===== config.mk =====
export PLATFORM = sky130hd
export DESIGN_NAME = score_display
export DESIGN_NICKNAME = d
export VERILOG_FILES = /design/src/rtl/score_display_pkg.sv /design/src/rtl/score_display_bcd_to_7seg.sv /design/src/rtl/score_display.sv
export SDC_FILE = /design/constraint.sdc
export NUM_CORES = 1
export LEC_CHECK = 0
export CORE_ASPECT_RATIO = 0.8
export CORE_MARGIN = 5
export CORE_UTILIZATION = 40
export DETAILED_ROUTE_END_ITERATION = 6
export GPL_TIMING_DRIVEN = 1
export SYNTH_ARGS = -nofsm -noshare
export SYNTH_HDL_FRONTEND = slang
export SYNTH_SLANG_ARGS = --single-unit

===== constraint.sdc =====
create_clock -name clk25 -period 3.6 [get_ports clk25]
set_input_delay 0.72 -clock clk25 [delete_from_list [all_inputs] [get_ports clk25]]
set_output_delay 0.72 -clock clk25 [all_outputs]
set_load 0.05 [all_outputs]

===== src/rtl/score_display_pkg.sv =====
// score_display_pkg: shared 7-segment/anode patterns and the BCD increment helper
package score_display_pkg;

    localparam logic [6:0] SEG_0     = 7'b1000000;
    localparam logic [6:0] SEG_1     = 7'b1111001;
    localparam logic [6:0] SEG_2     = 7'b0100100;
    localparam logic [6:0] SEG_3     = 7'b0110000;
    localparam logic [6:0] SEG_4     = 7'b0011001;
    localparam logic [6:0] SEG_5     = 7'b0010010;
    localparam logic [6:0] SEG_6     = 7'b0000010;
    localparam logic [6:0] SEG_7     = 7'b1111000;
    localparam logic [6:0] SEG_8     = 7'b0000000;
    localparam logic [6:0] SEG_9     = 7'b0010000;
    localparam logic [6:0] SEG_BLANK = 7'b1111111;

    localparam logic [9:0][6:0] SEG_DIGIT = {SEG_9, SEG_8, SEG_7, SEG_6, SEG_5,
                                             SEG_4, SEG_3, SEG_2, SEG_1, SEG_0};

    localparam logic [3:0]      AN_OFF = 4'b1111;
    localparam logic [3:0][3:0] AN_SEL = {4'b0111, 4'b1011, 4'b1101, 4'b1110};

    localparam logic [15:0] SCORE_MAX = 16'h9999;

    // Ripple the +1 carry through the four BCD digits, wrapping 9 to 0.
    function automatic logic [15:0] bcd_inc(input logic [15:0] v);
        logic [15:0] r;
        logic        c;
        r = v;
        c = 1'b1;
        for (int d = 0; d < 4; d++) begin
            if (c) begin
                if (r[4*d +: 4] == 4'd9) begin
                    r[4*d +: 4] = 4'd0;
                end else begin
                    r[4*d +: 4] = r[4*d +: 4] + 4'd1;
                    c = 1'b0;
                end
            end
        end
        return r;
    endfunction

endpackage


===== src/rtl/score_display_bcd_to_7seg.sv =====
// bcd_to_7seg: BCD digit to active-low {g,f,e,d,c,b,a} segments, blank for 10-15
module bcd_to_7seg
    import score_display_pkg::*;
(
    input  logic [3:0] i_bcd,
    output logic [6:0] o_seg
);

    // Non-decimal codes blank the digit rather than show garbage.
    always_comb begin
        o_seg = (i_bcd <= 4'd9) ? SEG_DIGIT[i_bcd] : SEG_BLANK;
    end

endmodule


===== src/rtl/score_display.sv =====
// score_display: counts rising bullet_hit bits into a saturating BCD score and scans it onto a 4-digit display
module score_display
    import score_display_pkg::*;
#(
    parameter int HIT_WIDTH = 8,
    parameter int SCAN_BITS = 17,
    parameter int PEND_BITS = 4
) (
    input  logic                 clk25,
    input  logic                 rst_n,
    input  logic [HIT_WIDTH-1:0] bullet_hit,
    input  logic                 clear,
    output logic [15:0]          score_bcd,
    output logic                 score_max,
    output logic [3:0]           an,
    output logic [6:0]           seg,
    output logic                 dp
);

    localparam int CNT_W = $clog2(HIT_WIDTH + 1);
    localparam int SUM_W = ((PEND_BITS > CNT_W) ? PEND_BITS : CNT_W) + 1;
    localparam logic [PEND_BITS-1:0] PEND_MAX = '1;

    logic [HIT_WIDTH-1:0] r_hit_prev;
    logic [PEND_BITS-1:0] r_pending;
    logic [15:0]          r_score;
    logic                 r_score_max;
    logic [SCAN_BITS-1:0] r_scan;
    logic [3:0]           r_an;
    logic [6:0]           r_seg;

    logic [HIT_WIDTH-1:0] w_rise;
    logic [CNT_W-1:0]     w_new_hits;
    logic                 w_drain;
    logic [SUM_W-1:0]     w_sum;
    logic [PEND_BITS-1:0] w_pend_next;
    logic [15:0]          w_score_next;
    logic [1:0]           w_sel;
    logic [3:0]           w_digit;
    logic [6:0]           w_seg;

    // Count new hits and work out the next pending count and score; one pending hit drains per cycle.
    always_comb begin
        w_rise     = bullet_hit & ~r_hit_prev;
        w_new_hits = '0;
        for (int i = 0; i < HIT_WIDTH; i++) begin
            w_new_hits = w_new_hits + CNT_W'(w_rise[i]);
        end
        w_drain      = (r_pending != '0);
        w_sum        = SUM_W'(r_pending) + SUM_W'(w_new_hits) - SUM_W'(w_drain);
        w_pend_next  = (w_sum > SUM_W'(PEND_MAX)) ? PEND_MAX : w_sum[PEND_BITS-1:0];
        w_score_next = (w_drain && r_score != SCORE_MAX) ? bcd_inc(r_score) : r_score;
    end

    // Hit tracking and score state; clear overrides any hits in the same cycle.
    always_ff @(posedge clk25 or negedge rst_n) begin
        if (!rst_n) begin
            r_hit_prev  <= '0;
            r_pending   <= '0;
            r_score     <= '0;
            r_score_max <= 1'b0;
        end else if (clear) begin
            r_hit_prev  <= '0;
            r_pending   <= '0;
            r_score     <= '0;
            r_score_max <= 1'b0;
        end else begin
            r_hit_prev  <= bullet_hit;
            r_pending   <= w_pend_next;
            r_score     <= w_score_next;
            r_score_max <= (w_score_next == SCORE_MAX);
        end
    end

    assign w_sel   = r_scan[SCAN_BITS-1 -: 2];
    assign w_digit = r_score[{w_sel, 2'b00} +: 4];

    bcd_to_7seg u_dec (
        .i_bcd (w_digit),
        .o_seg (w_seg)
    );

    // Free-running digit scan; anode and segments register from the same select so they switch together.
    always_ff @(posedge clk25 or negedge rst_n) begin
        if (!rst_n) begin
            r_scan <= '0;
            r_an   <= AN_OFF;
            r_seg  <= SEG_BLANK;
        end else begin
            r_scan <= r_scan + 1'b1;
            r_an   <= AN_SEL[w_sel];
            r_seg  <= w_seg;
        end
    end

    assign score_bcd = r_score;
    assign score_max = r_score_max;
    assign an        = r_an;
    assign seg       = r_seg;
    assign dp        = 1'b1;

endmodule


* Word level (Yosys, flattened, before mapping)
Memories as Yosys holds them, arrays and structs flattened.
Cells that the tools add are included.
** Word-level totals
- ROM bits :: 112
- Memories :: 1
- Register bits :: 57
- Input bits :: 11
- Output and inout bits :: 29
** Memories
- (no name shown) :: depth 16, bits a word 7, read ports 1, clocked after Yosys merged registers in 0, wr ports 0, RTL line score_display_bcd_to_7seg.sv:11 : o_seg = (i_bcd <= 4'd9) ? SEG_DIGIT[i_bcd] : SEG_BLANK;
** Cells by class
- Reductions and logical operators :: 2
- Bitwise operators :: 2
- Shifts and indexed selects :: 1
- Eq/ne operators :: 6
- Add/subtract/negate cells :: 14
- Multiplexer cells :: 22
- Order comparisons :: 4
** Operators by type and width (number)
- 2-to-1 mux 4 bit :: 10
- 2-to-1 mux 16 bit :: 2
- adder 17 x 1 -> 17 bit, second input constant :: 1
- adder 4 x 1 -> 4 bit :: 4
- adder 4 x 1 -> 4 bit, second input constant :: 4
- == test 16 bit, second input constant :: 1
- == test 4 bit, second input constant :: 4
- inequality test 16 bit, second input constant :: 1
- variable part select 16 x 5 -> 4 bit :: 1
- 2-to-1 mux 7 bit :: 2
- AND 8 bit :: 1
- binary-select mux 4 bit (select 2 bit) :: 1
- 2-to-1 mux 8 bit :: 1
- inverter 8 bit :: 1
- 2-to-1 mux 1 bit :: 6
- adder 4 x 4 -> 5 bit :: 1
- greater-than comparator 5 x 4 -> 1 bit, second input constant :: 1
- < comparator 4 x 5 -> 1 bit, second input constant :: 1
- subtractor 5 x 1 -> 5 bit :: 1
- adder 3 x 1 -> 4 bit :: 1
- <= comparator 4 bit, second input constant :: 1
- nonzero test 4 bit :: 1
- adder 2 x 1 -> 3 bit :: 1
- < comparator 2 x 3 -> 1 bit, second input constant :: 1
- other kinds (2) :: 2

* Longest topological paths before layout
- Depth after elaboration :: 14
- Gate-level depth with buffers :: 15

* By module
Synthesis repeated with hierarchy kept, for this count alone.
** Unflattened totals
- Cells, all modules :: 305
- Area, all modules :: 3228.1 sq um
** Modules (own cells, without submodules)
- score_display :: instances 1, sequential area each 1440.1 sq um, cells each 275, area each 3021.6 sq um
- bcd_to_7seg :: instances 1, sequential area each 0.0 sq um, cells each 30, area each 206.4 sq um

* Worst setup path after synthesis
OpenSTA, ideal clock, no wires.
- Kind :: reg2reg
- Start point :: register r_pending[2]
- End point :: register r_pending[0]
- Library setup time :: 0.136 ns
- Period minus slack after synthesis :: 3.921 ns
- Data required time :: 3.464 ns
- Arrival time :: 3.785 ns
- Setup slack :: -0.321 ns
- Path buffers :: 1
- Cell stages (with the launch flop) :: 15
- Cell sequence :: dfrtp_1 -> inv_1 -> ha_1 -> or3b_1 -> buf_6 -> ha_1 -> fa_1 -> fa_1 -> fa_1 -> fa_1 -> inv_1 -> a21o_1 -> a21oi_1 -> xnor2_1 -> a21oi_1
** On the way
- Word-level cells in the longest chain between the ends :: 5
- Elaborated cells between the ends (all ways) :: 6
- Classes of those cells :: 2 x add/sub; 1 x order compare; 2 x mux; 1 x reduce/logical
** Ends and longest elaborated chain
- start: declaration :: RTL line score_display.sv:25 : logic [PEND_BITS-1:0] r_pending;
- start signal: assignment :: RTL line score_display.sv:69 : r_pending <= w_pend_next;
- adder 4 x 4 -> 5 bit / nonzero test 4 bit (equally long branches) :: RTL line score_display.sv:50, score_display.sv:49
- subtractor 5 x 1 -> 5 bit * :: RTL line score_display.sv:50 : w_sum = SUM_W'(r_pending) + SUM_W'(w_new_hits) - SUM_W'(w_drain);
- greater-than comparator 5 x 4 -> 1 bit :: RTL line score_display.sv:51 : w_pend_next = (w_sum > SUM_W'(PEND_MAX)) ? PEND_MAX : w_sum[PEND_BITS-1:0];
- 2-to-1 mux 4 bit * :: RTL line score_display.sv:51
- 2-to-1 mux 4 bit * :: RTL line score_display.sv:62 : end else if (clear) begin
Mark *: on every way between the ends. The rest lies on a longest branch, timed or not.

* Worst setup path after layout
- Start point :: input port bullet_hit[4]
- End point :: register r_pending[2]
** On the way
- Word-level cells in the longest chain between the ends :: 10
** Ends and longest elaborated chain
- start: declaration :: RTL line score_display.sv:11 : input logic [HIT_WIDTH-1:0] bullet_hit,
- AND 8 bit * :: RTL line score_display.sv:44 : w_rise = bullet_hit & ~r_hit_prev;
- adder 4 x 1 -> 4 bit * (4 in series) :: RTL line score_display.sv:47 : w_new_hits = w_new_hits + CNT_W'(w_rise[i]);
- adder 4 x 4 -> 5 bit * :: RTL line score_display.sv:50
- subtractor 5 x 1 -> 5 bit * :: RTL line score_display.sv:50
- greater-than comparator 5 x 4 -> 1 bit :: RTL line score_display.sv:51
- 2-to-1 mux 4 bit * :: RTL line score_display.sv:51
- 2-to-1 mux 4 bit * :: RTL line score_display.sv:62
Marked as above.

==> flow_results.org <==
** STA
- On the final layout, the worst clock skew is 11.6 ps.
- Pins Over Slew Limit :: 0
- Fin crit share :: 102%
- Hold timing on the final database bottoms out at a slack of 312 ps.
- Number of endpoints with negative hold slack in the final report :: 0
- Setup repair after global routing could not meet its margin everywhere.
- Maximum clock frequency :: 0.273 GHz
- For the finished layout, the period the worst path requires is 3670 ps.
- Setup slack on the critical path of the routed design comes to -68.4 ps.
- Number of endpoints failing setup at the final stage :: 4
- At the pin with the least slew margin, the transition time is 505 ps.
- In this run the tightest slew margin relative to its limit is 66.2%.

** GRT
- The number of global-route vias before repair is 2327.
- Entering global routing, the biggest net connects 39 pins.
- Global routing finished with a remaining overflow of 0.
- First-pass GRT wire length :: 10.7 mm
- Initial antenna violation count :: 0
- In the global route stage, overall resource usage came out at 14.1%.

** Route
- The pre-antenna-repair detailed-routing pass consisted of 4 iterations.
- For this run, design rule violations remaining after detail routing come to 0.
- The routed layout has 2235 vias.
- Post-DR wirelength/cell :: 13.1 um
- Detail-routed via count per cell :: 4.89
- Total wire length after detailed routing :: 6.00 mm
- Number of antenna-violating nets in the routed design :: 0
- Initial detailed-routing violation count :: 55

** CTS
- Num CTS Buffers :: 9
- The H-tree was split into 3 levels.
- Quantity of hold-fixing buffers added after cts :: 0
- No sink is reached through more buffers than the 2 on the longest clock path.
- Clock tree synthesis found a total of 57 sinks.
- After clock tree synthesis, the clock-pin slew on the worst setup and hold paths is 70 ps.
- TritonCTS built the clock tree.
- Clock root cell :: sky130_fd_sc_hd__clkbuf_8
- Skew-Pair Late Insertion Delay :: 330 ps

** Logic synthesis
- The share of the Yosys chip area taken by registers is 45.9%.
- Of all flip-flops after synthesis, the portion carrying an async set or reset was 100%.
- Syn_nets :: 334
- In this run, synthesis inferred 0 flip-flops with an integrated enable.
- The synthesized design contains 57 register bits.
- Count of different cell masters after synthesis :: 49
- Most used DFF post-synth :: sky130_fd_sc_hd__dfrtp_1
- Avg Inst Size Synth :: 10.4 sq um
- Synthesis produced 301 cells.
- Cell area after synthesis :: 3130 sq um
- Synthesis Warnings :: 0

** Floorplanning
- Starting Density :: 41.6%
- Vertical die dimension :: 89.2 um
- Area of the die :: 9720 sq um
- In this run the standard cell core region covers 7530 sq um.
- Row generation in the floorplan step produced 28 rows.
- The die is 109 um wide.
- IO Count :: 40

** Final layout
- Number of filler instances in the final layout :: 703
- Net count reported at finish :: 380
- Non-filler instance count after layout :: 457
- Cells with a size suffix above 1 make up 18.2% of the layout.
- Antenna fix cells :: 0
- Synthesis-to-finish area growth :: 25.0%
- At the end of the flow the core is filled with cells to 52.0%.

** Pwr
- Total power divided by cell area :: 666 nW/um^2
- Tot Pwr :: 2610 uW
- Static power due to leakage :: 0.00171 uW
- Peak ir drop on the vdd network :: 0.000455 V

** Worst setup path
- Critical path required time :: 3790 ps
- STA classifies the critical path endpoint as a flop.
- Worst Path Class, Setup :: in -> reg
- Critical path launch point type :: input port
- Data arrives at the worst endpoint at 3860 ps.
- Max Fanout on Critical Path :: 4

** Run
- Max-cap violations in this run came to 0.

** Place
- Post-placement cell count :: 438
- The congestion estimate from routability-driven global placement came to 0.780.
- Half-perimeter wire length after placement :: 4.35 mm
- Buffers placed on the I/O ports in this run total 38.

** Status
- The flow ran to the end, but the final reports show violations.
- The final reports fail on setup timing.

** Hold path
- The worst hold path belongs to the class in -> async.
==> report_power, final <==
group	total [uW]	internal (uW)	switching, uW
sequential	781	732	49.6
combinational	1160	527	634
clock	665	408	258
==> final timing paths <==
| path | from | end | slack [ps] | cells past startpoint |
|---|---|---|---|---|
| hold reg to reg | r_scan[0] | r_scan[0] | 460 | 1 |
| min in group clk25 | r_scan[0] | r_scan[0] | 460 | 1 |
| setup / recovery | bullet_hit[4] | r_pending[2] | -70 | 13 |
| max in group asynchronous | rst_n | r_pending[1] | 2430 | 2 |
| setup reg to reg | r_pending[3] | r_pending[2] | -20 | 13 |
| hold / removal | rst_n | score_bcd[1] | 310 | 1 |
==> placed cells by master (no fill, tap or decap), types with 10 or more instances in the layout <==
master / instances
sky130_fd_sc_hd__dfrtp_1: 46
sky130_fd_sc_hd__clkdlybuf4s50_1: 33
sky130_fd_sc_hd__nor2_1: 30
sky130_fd_sc_hd__nand2_1: 25
sky130_fd_sc_hd__inv_1: 16
sky130_fd_sc_hd__ha_1: 14
sky130_fd_sc_hd__xnor2_1: 13
sky130_fd_sc_hd__a21oi_1: 12
sky130_fd_sc_hd__dfstp_2: 11
sky130_fd_sc_hd__nor2b_1: 10
sky130_fd_sc_hd__clkbuf_8: 10
==> worst max-delay path, stage by stage <==
cell	delay, ps
sky130_fd_sc_hd__buf_6	90
sky130_fd_sc_hd__nor2b_4	120
sky130_fd_sc_hd__fa_1	540
sky130_fd_sc_hd__inv_2	50
sky130_fd_sc_hd__fa_1	560
sky130_fd_sc_hd__fa_1	440
sky130_fd_sc_hd__fa_2	380
sky130_fd_sc_hd__fa_2	410
sky130_fd_sc_hd__inv_2	50
sky130_fd_sc_hd__a21o_1	110
sky130_fd_sc_hd__a21oi_2	60
sky130_fd_sc_hd__xnor2_2	230
sky130_fd_sc_hd__a21oi_1	100
==> per-stage QoR <==
step | instance area [sq um] | setup TNS [ps] | setup WS, ps
floorplan | 3180 | -646 | -162
global placement | 3650 | -2650 | -665
detailed placement | 3650 | -2780 | -710
CTS | 3910 | -391 | -105
global route | 3920 | -569 | -158
finish | 3920 | -239 | -68.4
==> logic make-up after synthesis <==
logic type | synth area share (%)
simple gates | 20.4
flops | 45.9
compound gates | 7.94
buf+inv | 4.75
xor+xnor | 6.43
fa+ha+maj | 10.2
mux | 4.15
other cells | 0.120
==> Yosys cell counts (all sizes together), types with 2 or more instances <==
library cell / number / area share, %
xor2: 9 / 2.5
nor4: 3 / 0.80
nand4: 6 / 1.2
fa: 6 / 3.8
o21ai: 7 / 1.1
nor3: 3 / 0.48
o31a: 2 / 0.56
nor2: 30 / 3.6
nor3b: 4 / 0.96
and2: 2 / 0.40
nand2b: 8 / 1.6
and4bb: 3 / 1.2
xnor2: 14 / 3.9
ha: 16 / 6.4
dfstp: 11 / 9.2
nand2: 25 / 3.0
inv: 20 / 2.4
clkbuf: 6 / 0.72
mux4: 4 / 2.9
nand3: 9 / 1.4
buf: 6 / 1.6
mux2i: 4 / 1.3
dfrtp: 46 / 37
a21o: 2 / 0.48
or3b: 3 / 0.84
and3: 7 / 1.6
a211oi: 2 / 0.48
a21oi: 14 / 2.2
a31oi: 3 / 0.60
nor2b: 13 / 2.6
==> metal layers <==
metal	vias up	GRT usage [%]	part of all wire (%)
met4	0	4.82	0.85
met1	1072	18.5	49
li1	1107	-	-
met5	-	0	0
met3	5	4.33	5.7
met2	51	22.5	45
==> registers in the layout, summed over array words and instances, names as in the netlist <==
name and flops:
an 4, r_hit_prev 8, score_bcd 16, score_max 1, r_scan 17, seg 7, r_pending 4
==> repair_timing <==
action                     4_1_cts  5_1_grt
setup endpoints to repair        4        4
gates resized for setup         18        4
pin swaps                       12       11
buffers inserted                 1        2
==> final cells by class <==
cell class	instances	area, sq um	area share (%)
Timing Repair Buffer	47	433	11.1
Inverter	20	75.1	1.92
Clock inverter	5	80.1	2.04
Multi-Input combinational cell	212	1620	41.2
Sequential cell	57	1440	36.8
Clock buffer	11	141	3.61
Tap cell	105	131	3.35
Note: power is estimated with default switching activity, not from simulation.
